## src/rtl/instruction_fetch.sv

```systemverilog
// -----------------------------------------------------------------------------
// instruction_fetch
//   Fetch sequencer sitting directly in front of program_memory. It owns the
//   program counter, drives the ROM address/enable, hides the ROM's one-cycle
//   registered read latency and hands each fetched word to decode over a
//   valid/ready handshake. Supports branch redirect and halt/resume.
//
//   Flow per instruction: ISSUE (address presented) -> WAIT (ROM data
//   valid, captured) -> HOLD (word offered to decode until accepted).
//
// Ports
//   clk, rst_n          clock, synchronous active-low reset
//   mem_address         ROM address (always equals the program counter)
//   mem_enable          ROM read enable, high only in ISSUE and WAIT
//   mem_data            ROM read data (only sampled in WAIT)
//   instr, instr_pc     captured word and the address it came from
//   instr_valid         instr/instr_pc valid
//   instr_ready         decode accepts instr this cycle
//   branch_valid        one-cycle redirect request
//   branch_target       redirect address
//   halt                stop after the current instruction is accepted
//   halted              high while halted
// -----------------------------------------------------------------------------
module instruction_fetch #(
   parameter int s_addr = 6,
   parameter int s_word = 16
) (
   input  logic              clk,
   input  logic              rst_n,
   output logic [s_addr-1:0] mem_address,
   output logic              mem_enable,
   input  logic [s_word-1:0] mem_data,
   output logic [s_word-1:0] instr,
   output logic [s_addr-1:0] instr_pc,
   output logic              instr_valid,
   input  logic              instr_ready,
   input  logic              branch_valid,
   input  logic [s_addr-1:0] branch_target,
   input  logic              halt,
   output logic              halted
);

   typedef enum logic [2:0] {
      ST_IDLE   = 3'd0,
      ST_ISSUE  = 3'd1,
      ST_WAIT   = 3'd2,
      ST_HOLD   = 3'd3,
      ST_HALTED = 3'd4
   } state_t;

   state_t            state_q, state_d;
   logic [s_addr-1:0] pc_q, pc_d;
   logic              mem_enable_q, mem_enable_d;
   logic [s_word-1:0] instr_q, instr_d;
   logic [s_addr-1:0] instr_pc_q, instr_pc_d;
   logic              instr_valid_q, instr_valid_d;
   logic              halted_q, halted_d;

   // A branch wins over everything but reset; the cycle right after reset
   // release (IDLE) ignores it.
   logic redirect;
   assign redirect = branch_valid && (state_q != ST_IDLE);

   // ---------------------------------------------------------------- registers
   always_ff @(posedge clk) begin
      if (!rst_n) begin
         state_q       <= ST_IDLE;
         pc_q          <= '0;
         mem_enable_q  <= 1'b0;
         instr_q       <= '0;
         instr_pc_q    <= '0;
         instr_valid_q <= 1'b0;
         halted_q      <= 1'b0;
      end else begin
         state_q       <= state_d;
         pc_q          <= pc_d;
         mem_enable_q  <= mem_enable_d;
         instr_q       <= instr_d;
         instr_pc_q    <= instr_pc_d;
         instr_valid_q <= instr_valid_d;
         halted_q      <= halted_d;
      end
   end

   // --------------------------------------------------------------- next state
   always_comb begin
      state_d = state_q;
      if (redirect) begin
         state_d = ST_ISSUE;
      end else begin
         case (state_q)
            ST_IDLE:   state_d = ST_ISSUE;
            ST_ISSUE:  state_d = ST_WAIT;
            ST_WAIT:   state_d = ST_HOLD;
            ST_HOLD:   if (instr_ready) state_d = halt ? ST_HALTED : ST_ISSUE;
            ST_HALTED: state_d = ST_HALTED;
            default:   state_d = ST_IDLE;
         endcase
      end
   end

   // -------------------------------------------------- datapath / output next
   always_comb begin
      pc_d          = pc_q;
      instr_d       = instr_q;
      instr_pc_d    = instr_pc_q;
      instr_valid_d = instr_valid_q;

      if (redirect) begin
         // Drops any in-flight WAIT capture and flushes a HOLD word, even one
         // being accepted this same cycle.
         pc_d          = branch_target;
         instr_valid_d = 1'b0;
      end else begin
         case (state_q)
            ST_WAIT: begin
               // mem_data is only looked at here, so Z/X elsewhere is harmless.
               instr_d       = mem_data;
               instr_pc_d    = pc_q;
               instr_valid_d = 1'b1;
               pc_d          = pc_q + s_addr'(1);
            end
            ST_HOLD: begin
               if (instr_ready) instr_valid_d = 1'b0;
            end
            default: ;
         endcase
      end

      // Registered outputs derived from where the FSM is going next.
      mem_enable_d = (state_d == ST_ISSUE) || (state_d == ST_WAIT);
      halted_d     = (state_d == ST_HALTED);
   end

   assign mem_address = pc_q;
   assign mem_enable  = mem_enable_q;
   assign instr       = instr_q;
   assign instr_pc    = instr_pc_q;
   assign instr_valid = instr_valid_q;
   assign halted      = halted_q;

endmodule

```

## config.mk

```make
export PLATFORM = sky130hd
export DESIGN_NAME = instruction_fetch
export DESIGN_NICKNAME = d
export VERILOG_FILES = /design/src/rtl/instruction_fetch.sv
export SDC_FILE = /design/constraint.sdc
export NUM_CORES = 1
export LEC_CHECK = 0
export CORE_MARGIN = 3
export CORE_UTILIZATION = 38
export DETAILED_ROUTE_END_ITERATION = 16
export GPL_ROUTABILITY_DRIVEN = 0
export PLACE_DENSITY = 0.81
export SKIP_CTS_REPAIR_TIMING = 1
export SLEW_MARGIN = 20
export SYNTH_ARGS = -nofsm -noshare
export SYNTH_HDL_FRONTEND = slang
export SYNTH_SLANG_ARGS = --single-unit
```

## constraint.sdc

```tcl
create_clock -name clk -period 1.6 [get_ports clk]
set_input_delay 0.32 -clock clk [delete_from_list [all_inputs] [get_ports clk]]
set_output_delay 0.32 -clock clk [all_outputs]
set_load 0.02 [all_outputs]
```

==> results.txt, run 1 <==
routed via count divided by cell count = 4.948
Net count, final = 270
EDFF count, synth = 0
Leak Pwr = 0.9082 nW
final worst clock skew = 0.008437 ns
Worst-Margin Slew = 0.3296 ns
relative max-transition margin = 77.46%
category of the worst setup path capture point = primary output
worst setup slack before clock tree synthesis = -0.2163 ns
Mapped Area = 1413 um2
largest net degree at the start of global routing = 23
predominant post-synthesis flop cell = dfxtp_1
power per cell area = 821.4 nW/um2
CP Launch Type = flop
utilization after layout = 63.46%
Floorplan Core Area = 3468 um2
GRT Overall Usage = 16.73%
Synth Register Bits = 34
overall die height = 66.97 um
final wirelength = 3523 um
count of vias placed by the detailed router = 1430
number of global-route vias before repair = 1290
synth unique cells = 37
antenna violations before repair = 0
sinks on the clock net = 34
Die Area = 4485 um2
final antenna diode count = 0
detailed placer's ending HPWL = 2544 um
Max Slew Vio Count = 0
final global-route overflow total = 0
cell chain of the critical path = clkdlybuf4s50_1
Clock Pin Slew Worst Setup and Hold Paths = 0.07 ns
setup slack of the critical path after layout = 0.03974 ns
Slowest Stage Delay on Critical Path = 0.61 ns
layout overhead on the synthesized area = 55.80%
count of buffers from port buffering = 57
residual antenna-violating net count after detailed routing = 0
Clock Tree Buf Depth = 2
fraction of layout cells with a size suffix above 1 = 10.29%
first-pass GRT wire length = 5685 um
Synthesized Nets = 203
1st-iter DRT viols = 90
final-report hold violation count = 0
kind of critical path = flop to primary output
number of clock buffers inserted by TritonCTS = 5
slowest CP cell = clkdlybuf4s50_1
unrepaired setup endpoints after global routing = no
count of buffer and inverter cells on the critical path = 1
starting density of the core = 40.73%
number of H-tree levels = 2
area post-placement = 2086 um2
share of the clock period used by the worst path = 97.52%
Max VDD drop = 0.5210 mV
clock tree from TritonCTS = built
data required time at the worst endpoint = 1.28 ns
final instance area = 2201 um2
number of instances in the synthesized netlist = 175
critical path data arrival time = 1.24 ns
first-pass iteration count of the detailed router = 4
number of rows in the core area = 21
number of warnings printed during yosys synthesis = 0
time the worst path needs with I/O delays and setup = 1.560 ns
clock root buffer = clkbuf_8
Ports = 58
insertion delay of the later-clocked pin in the worst-skew pair = 0.28 ns
peak fanout along the critical path = 2
setup TNS = 0 ns
share of the yosys chip area belonging to registers = 48.18%
# setup viols final = 0
Max Cap Viol = 0
Avg Inst Size Synth = 8.072 um2
Max Fclk = 640.9 MHz
DRC Markers = 0
status = completed
die width = 66.97 um
routed length per instance = 12.19 um
share of flip-flops with an asynchronous set or reset = 0%
Hold Path Class = flop to flop
fillcell total = 317
kind of cell adding the most delay to the critical path = buffers and inverters
## cell usage after synthesis, types with 2 or more instances
master | instances | area, um2
buf_2 | 4 | 20.02
nor2_1 | 10 | 37.54
a21oi_1 | 27 | 135.1
nand2_1 | 50 | 187.7
dfxtp_1 | 34 | 680.7
clkbuf_1 | 3 | 11.26
nand3_1 | 3 | 15.01
and3_1 | 3 | 18.77
buf_6 | 3 | 33.78
buf_4 | 2 | 15.01
a211oi_1 | 2 | 15.01
nand2b_1 | 3 | 18.77
o21ai_0 | 6 | 30.03
a32oi_1 | 2 | 17.52
## worst paths after layout
path | start | to | slack, ns | depth (start not counted)
max | mem_address[3] | mem_address[3] | 0.04 | 1
min | instr_pc[0] | instr_pc[0] | 0.45 | 2
max reg2reg | state_q[1] | instr_pc[0] | 0.21 | 5
min reg2reg | instr_pc[0] | instr_pc[0] | 0.45 | 2
## registers in the layout, summed over array words and instances, names as in the netlist
signal / count
instr_pc: 6
mem_address: 6
halted: 1
state_q: 3
instr: 16
instr_valid: 1
mem_enable: 1
## metrics by stage
stage | std cells | total power [mW] | hold WS, ns
after floorplan | 175 | 1.034 | 0.4560
after global placement | 281 | 1.184 | 0.4412
after detailed placement | 281 | 1.186 | 0.4458
after global routing | 289 | 1.883 | 0.4824
final | 289 | 1.808 | 0.4543
after CTS | 289 | 1.829 | 0.4551
## metal layers
layer / vias up / share of wire (%) / GRT usage (%)
met5: - / 0 / 0
met4: 0 / 1.2 / 6.835
met3: 5 / 8.9 / 5.565
met2: 58 / 45 / 25.12
met1: 637 / 45 / 21.81
li1: 730 / - / -
## power breakdown
group | switching [mW] | internal [mW]
registers | 0.0211 | 0.872
logic | 0.125 | 0.149
clock network | 0.293 | 0.347
total | 0.440 | 1.37
## cell type report
cell class / instances / area (um2) / area share, %
Sequential cell: 34 / 680.7 / 30.93
Timing Repair Buffer: 72 / 716.9 / 32.58
Tap cell: 46 / 57.56 / 2.615
Inverter: 2 / 7.507 / 0.3411
Clock buffer: 7 / 86.33 / 3.923
Clock inverter: 1 / 5.005 / 0.2274
Multi-Input combinational cell: 127 / 646.9 / 29.39
## cells by family after synthesis
group	after synthesis	share of synthesized area (%)
AOI/OAI and AO/OA	45	18.25
muxes	1	0.7086
and+or+nand+nor	79	25.16
buffers and inverters	14	6.199
adders and majority gates	1	0.8856
DFF	34	48.18
xor gates and xnor gates	1	0.6201
## layout by cell type (no fill, tap or decap), types with 2 or more instances in the layout
cell / n
nand2_1: 50
clkdlybuf4s50_1: 50
dfxtp_1: 34
a21oi_1: 27
buf_4: 13
nor2_1: 10
dlymetal6s2s_1: 7
o21ai_0: 6
clkbuf_8: 6
nand2b_1: 3
and3_1: 3
nand3_1: 3
a211oi_1: 2
a32oi_1: 2
Power figures use the tool's default switching activity.
==> run 2: changes to the inputs <==
--- a/config.mk
+++ b/config.mk
@@ -9,7 +9,7 @@
 export CORE_UTILIZATION = 38
 export DETAILED_ROUTE_END_ITERATION = 16
 export GPL_ROUTABILITY_DRIVEN = 0
-export PLACE_DENSITY = 0.81
+export PLACE_DENSITY = 0.78
 export SKIP_CTS_REPAIR_TIMING = 1
 export SLEW_MARGIN = 20
 export SYNTH_ARGS = -nofsm -noshare
==> run 2 against run 1 <==
Compared with the run above: clock skew shrank 0.0030 ns; combinational power shrank 1%; power grew 8.3%; sequential power is essentially flat; core utilization grew 0.58 points; cell count shrank 0.35%; worst setup slack gained 0.0098 ns; sequential share of layout area shrank 0.28 points; largest cell class unchanged.
==> results.txt, run 2 (synthesis gave the netlist of run 1 again) <==
status = completed
proportion of power drawn by the clock network = 40.4% (+5.0 points)
unrepaired setup endpoints after global routing = no
Floorplan Core Area = 3468 um2 (unchanged)
fraction of power spent switching nets = 22.45% (-1.9 points)
antenna violations before repair = 0 (unchanged)
cell chain of the critical path = clkdlybuf4s50_1
DRC Markers = 0 (unchanged)
clock tree from TritonCTS = built
Clock Tree Buf Depth = 2 (unchanged)
startpoint of the lowest-slack hold path = instr_pc[0]
routed length per instance = 12.27 um (+0.66%)
critical path data arrival time = 1.23 ns (about the same)
Ports = 58 (unchanged)
Switch Pwr = 439.4 uW (about the same)
detailed placer's ending HPWL = 2568 um (+0.94%)
CP Launch Type = flop
# setup viols final = 0 (unchanged)
kind of critical path = flop to primary output
number of global-route vias before repair = 1248 (-3.3%)
combinational power share = 13.8% (-1.4 points)
GRT Overall Usage = 16.36% (-0.37 points)
startpoint of the worst-slack reg-to-reg timing path = state_q[0]
Hold Path Class = flop to flop
slowest CP cell = clkdlybuf4s50_1
Max Slew Vio Count = 0 (unchanged)
Leak Pwr = 0.9319 nW (+2.6%)
fin cells = 288 (-0.35%)
fillcell total = 311 (-1.9%)
count of buffer and inverter cells on the critical path = 1 (unchanged)
Die Area = 4485 um2 (unchanged)
utilization after layout = 64.03% (+0.58 points)
category of the worst setup path capture point = primary output
layout overhead on the synthesized area = 57.22%
first-pass GRT wire length = 5540 um (-2.6%)
Net count, final = 270 (unchanged)
count of vias placed by the detailed router = 1425 (-0.35%)
kind of cell adding the most delay to the critical path = buffers and inverters
final worst clock skew = 0.005475 ns (-0.002962 ns)
insertion delay of the later-clocked pin in the worst-skew pair = 0.28 ns (about the same)
count of buffers from port buffering = 57 (unchanged)
number of H-tree levels = 2 (unchanged)
share of the clock period used by the worst path = 96.90% (-0.61 points)
Max VDD drop = 0.6278 mV (+21%)
DP Cell Count = 281 (unchanged)
routed via count divided by cell count = 4.948 (about the same)
leading cell type in the layout, fill and taps excluded = nand2_1
Worst-Margin Slew = 0.3581 ns (+0.02849 ns)
number of rows in the core area = 21 (unchanged)
1st-iter DRT viols = 79 (-12%)
starting density of the core = 40.73% (unchanged)
data required time at the worst endpoint = 1.28 ns (about the same)
sequential share of power = 45.7% (-3.7 points)
time the worst path needs with I/O delays and setup = 1.550 ns (-0.009833 ns)
Clock Pin Slew Worst Setup and Hold Paths = 0.07 ns (about the same)
Slowest Stage Delay on Critical Path = 0.62 ns (about the same)
power per cell area = 881.4 nW/um2 (+7.3%)
launching instance or port of the critical path = instr_pc[0]
first-pass iteration count of the detailed router = 4 (unchanged)
Max Cap Viol = 0 (unchanged)
largest net degree at the start of global routing = 23 (unchanged)
clock root buffer = clkbuf_8
sinks on the clock net = 34 (unchanged)
final-report hold violation count = 0 (unchanged)
final wirelength = 3534 um (+0.31%)
relative max-transition margin = 75.51% (-1.9 points)
final global-route overflow total = 0 (unchanged)
Power Internal = 1.518 mW (+11%)
Tot Pwr = 1.958 mW (+8.3%)
final antenna diode count = 0 (unchanged)
die width = 66.97 um (unchanged)
peak fanout along the critical path = 2 (unchanged)
fraction of layout cells with a size suffix above 1 = 10.33% (+0.043 points)
Max Fclk = 645.0 MHz (+0.63%)
number of clock buffers inserted by TritonCTS = 5 (unchanged)
residual antenna-violating net count after detailed routing = 0 (unchanged)
top library cells by usage in the layout, fill and taps aside = 50 x nand2_1, 49 x clkdlybuf4s50_1, 34 x dfxtp_1
overall die height = 66.97 um (unchanged)
flip-flop count of the largest register after layout = 16 (unchanged)
run 2: cell count changes in the layout (fill, tap and decap cells not counted), sizes merged:
cell           change
dlymetal6s2s       +1
clkinv             -1
clkbuf             -1
clkdlybuf4s50      -1
bufinv             +1
run 2: per-layer routing:
| metal | vias to the layer above | track usage, % | part of all wire [%] |
|---|---|---|---|
| li1 | 727 | - | - |
| met1 | 639 | 20.92 | 44 |
| met2 | 54 | 24.88 | 48 |
| met3 | 5 | 5.228 | 7.6 |
| met4 | 0 | 7.342 | 0.88 |
| met5 | - | 0 | 0 |
run 2: power groups by stage:
| stage | registers (mW) | clock network [mW] | logic, mW |
|---|---|---|---|
| 6_report | 0.895 | 0.791 | 0.271 |
| 5_1_grt | 0.898 | 0.852 | 0.293 |
| 4_1_cts | 0.895 | 0.811 | 0.273 |
| 3_5_place_dp | 0.914 | 0 | 0.272 |
| 3_3_place_gp | 0.914 | 0 | 0.269 |
| 2_1_floorplan | 0.940 | 0 | 0.0940 |
run 2: cell type report:
type	count	area, um2	share of cell area (%)
clock buffers	6	82.58	3.718
clock inverters	1	30.03	1.352
inverters	2	7.507	0.3380
multi-input cells	127	646.9	29.13
flip-flops and latches	34	680.7	30.65
well taps	46	57.56	2.592
repair buffers	72	715.7	32.23
run 2: stage by stage:
stage / worst slack [ns] / hold WS, ns / setup TNS (ns) / cell area (um2)
floorplan: 0.09795 / 0.4560 / 0 / 1413
global placement: -0.1772 / 0.4409 / -4.010 / 2086
detailed placement: -0.2137 / 0.4457 / -4.676 / 2086
CTS: -0.1143 / 0.4547 / -0.2048 / 2198
global route: 0.0004207 / 0.4717 / 0 / 2221
finish: 0.04957 / 0.4537 / 0 / 2221
run 2: path summary, 6_finish.rpt:
path | to | cells after the start | slack, ns
worst max-delay path | instr_pc[0] | 1 | 0.05
worst min-delay path | instr_pc[0] | 2 | 0.45
worst max register to register | instr_pc[4] | 4 | 0.13
worst min register to register | instr_pc[0] | 2 | 0.45
==> run 3: changes to the inputs <==
--- a/config.mk
+++ b/config.mk
@@ -9,6 +9,7 @@
 export CORE_UTILIZATION = 38
 export DETAILED_ROUTE_END_ITERATION = 16
 export GPL_ROUTABILITY_DRIVEN = 0
+export GPL_TIMING_DRIVEN = 0
 export PLACE_DENSITY = 0.78
 export SKIP_CTS_REPAIR_TIMING = 1
 export SLEW_MARGIN = 20
==> run 3 against run 2 <==
Compared with the run above: worst setup slack worse by 0.021 ns; clock skew shrank 0.0027 ns; critical path depth increased by 6; largest power group unchanged; highest routed layer unchanged.
==> results.txt, run 3 (synthesis gave the netlist of run 1 again) <==
count of vias placed by the detailed router = 1407 (-1.3%)
Max Slew Vio Count = 0 (unchanged)
# setup viols final = 0 (unchanged)
DRC Markers = 0 (unchanged)
number of clock buffers inserted by TritonCTS = 5 (unchanged)
time the worst path needs with I/O delays and setup = 1.572 ns (+0.02135 ns)
routed via count divided by cell count = 4.835 (-2.3%)
data required time at the worst endpoint = 1.81 ns (+0.53 ns)
fraction of layout cells with a size suffix above 1 = 13.88% (+3.5 points)
sequential share of power = 51.3% (+5.6 points)
CP Launch Type = flop
Power Internal = 1.308 mW (-14%)
Hold Path Class = primary input to flop
Max Fclk = 636.2 MHz (-1.4%)
antenna violations before repair = 0 (unchanged)
residual antenna-violating net count after detailed routing = 0 (unchanged)
hold path depth = 3 (+1)
peak fanout along the critical path = 10 (+8)
first-pass GRT wire length = 5533 um (-0.13%)
layout overhead on the synthesized area = 57.57%
final-report hold violation count = 0 (unchanged)
number of global-route vias before repair = 1211 (-3.0%)
largest net degree at the start of global routing = 11 (-52%)
combinational power share = 15.0% (+1.2 points)
Tot Pwr = 1.755 mW (-10%)
starting density of the core = 40.73% (unchanged)
Max Cap Viol = 0 (unchanged)
Floorplan Core Area = 3468 um2 (unchanged)
power per cell area = 788.6 nW/um2 (-11%)
relative max-transition margin = 67.34% (-8.2 points)
GRT Overall Usage = 16.36% (about the same)
Leak Pwr = 0.9124 nW (-2.1%)
fraction of power spent switching nets = 25.47% (+3.0 points)
die width = 66.97 um (unchanged)
proportion of power drawn by the clock network = 33.7% (-6.7 points)
Clock Tree Buf Depth = 2 (unchanged)
Die Area = 4485 um2 (unchanged)
Max VDD drop = 0.4288 mV (-32%)
flip-flop count of the largest register after layout = 16 (unchanged)
fin cells = 291 (+1.0%)
Endpoint, Worst Hold = mem_enable
1st-iter DRT viols = 80 (+1.3%)
Switch Pwr = 447.1 uW (+1.7%)
DP Cell Count = 277 (-1.4%)
startpoint of the lowest-slack hold path = branch_valid
Worst-Margin Slew = 0.4899 ns (+0.1318 ns)
Net count, final = 273 (+1.1%)
R2R Setup Slk = 0.03 ns (-0.10 ns)
routed length per instance = 12.37 um (+0.79%)
area post-placement = 2031 um2 (-2.6%)
final global-route overflow total = 0 (unchanged)
final wirelength = 3599 um (+1.8%)
Clock Pin Slew Worst Setup and Hold Paths = 0.07 ns (about the same)
final antenna diode count = 0 (unchanged)
detailed placer's ending HPWL = 2498 um (-2.7%)
top library cells by usage in the layout, fill and taps aside = 49 x nand2_1, 49 x clkdlybuf4s50_1, 33 x dfxtp_1
Ports = 58 (unchanged)
share of the clock period used by the worst path = 98.24% (+1.3 points)
number of rows in the core area = 21 (unchanged)
status = completed
insertion delay of the later-clocked pin in the worst-skew pair = 0.28 ns (about the same)
reg-to-reg endpoint = instr_pc[3]
unrepaired setup endpoints after global routing = yes
kind of critical path = flop to flop
R2R depth = 7 (+3)
critical path data arrival time = 1.79 ns (+0.56 ns)
setup TNS = 0 ns (unchanged)
final instance area = 2226 um2 (+0.23%)
clock root buffer = clkbuf_8
number of H-tree levels = 2 (unchanged)
count of buffers from port buffering = 56 (-1.8%)
overall die height = 66.97 um (unchanged)
clock tree from TritonCTS = built
sinks on the clock net = 34 (unchanged)
final worst clock skew = 0.002743 ns (-0.002732 ns)
startpoint of the worst-slack reg-to-reg timing path = state_q[0]
category of the worst setup path capture point = flop
first-pass iteration count of the detailed router = 4 (unchanged)
run 3: cell count changes in the layout (fill, tap and decap cells not counted), sizes merged:
| cell | delta |
|---|---|
| clkbuf | +2 |
| buf | +1 |
| bufinv | -1 |
| clkinv | +1 |
| clkinvlp | +1 |
| dlymetal6s2s | -1 |
run 3: cell type report:
class                   count  area [um2]
fillers                   324        1242
flip-flops and latches     34       681.9
multi-input cells         127       664.4
repair buffers             63       625.6
plain buffers              12       106.4
clock buffers               5       68.82
well taps                  46       57.56
inverters                   2       11.26
clock inverters             2       10.01
run 3: how the worst max path moves through the flow:
stage                                 to  depth (start not counted)           start
after global routing            instr[9]                          7      state_q[1]
after floorplan                 instr[0]                          6    branch_valid
after global placement          instr[1]                          4           rst_n
after CTS                 mem_address[3]                          1  mem_address[3]
final                        instr_pc[3]                          7      state_q[0]
after detailed placement        instr[2]                          4           rst_n
run 3: metrics by stage:
step           hold slack (ns)  utilization, %  worst slack, ns
4_1_cts                 0.3727           60.82          -0.1600
6_report                0.3761           64.18          0.02823
5_1_grt                 0.3879           64.18         -0.05658
2_1_floorplan           0.4560               -          0.09795
3_5_place_dp            0.4470           58.55          -0.1869
3_3_place_gp            0.4417           58.55          -0.1915
run 3: metal layers:
metal	track usage, %	vias to the layer above	share of wire, %
met3	5.396	7	7.2
met5	0	-	0
met2	25.12	47	45
met1	20.87	614	45
met4	6.835	0	1.9
li1	-	739	-
run 3: power by group through the flow:
stage / sequential, mW / clock, mW / combinational [mW]
after floorplan: 0.940 / 0 / 0.0940
after global placement: 0.918 / 0 / 0.248
after detailed placement: 0.919 / 0 / 0.249
after CTS: 0.899 / 0.612 / 0.250
after global routing: 0.903 / 0.646 / 0.287
final: 0.900 / 0.592 / 0.263
run 3: critical path: stages (launching register included):
cell	delay, ns
dfxtp_1	0.31
buf_6	0.13
or3b_4	0.37
buf_6	0.14
nor2_4	0.18
buf_2	0.20
nand2_1	0.06
a21oi_1	0.12
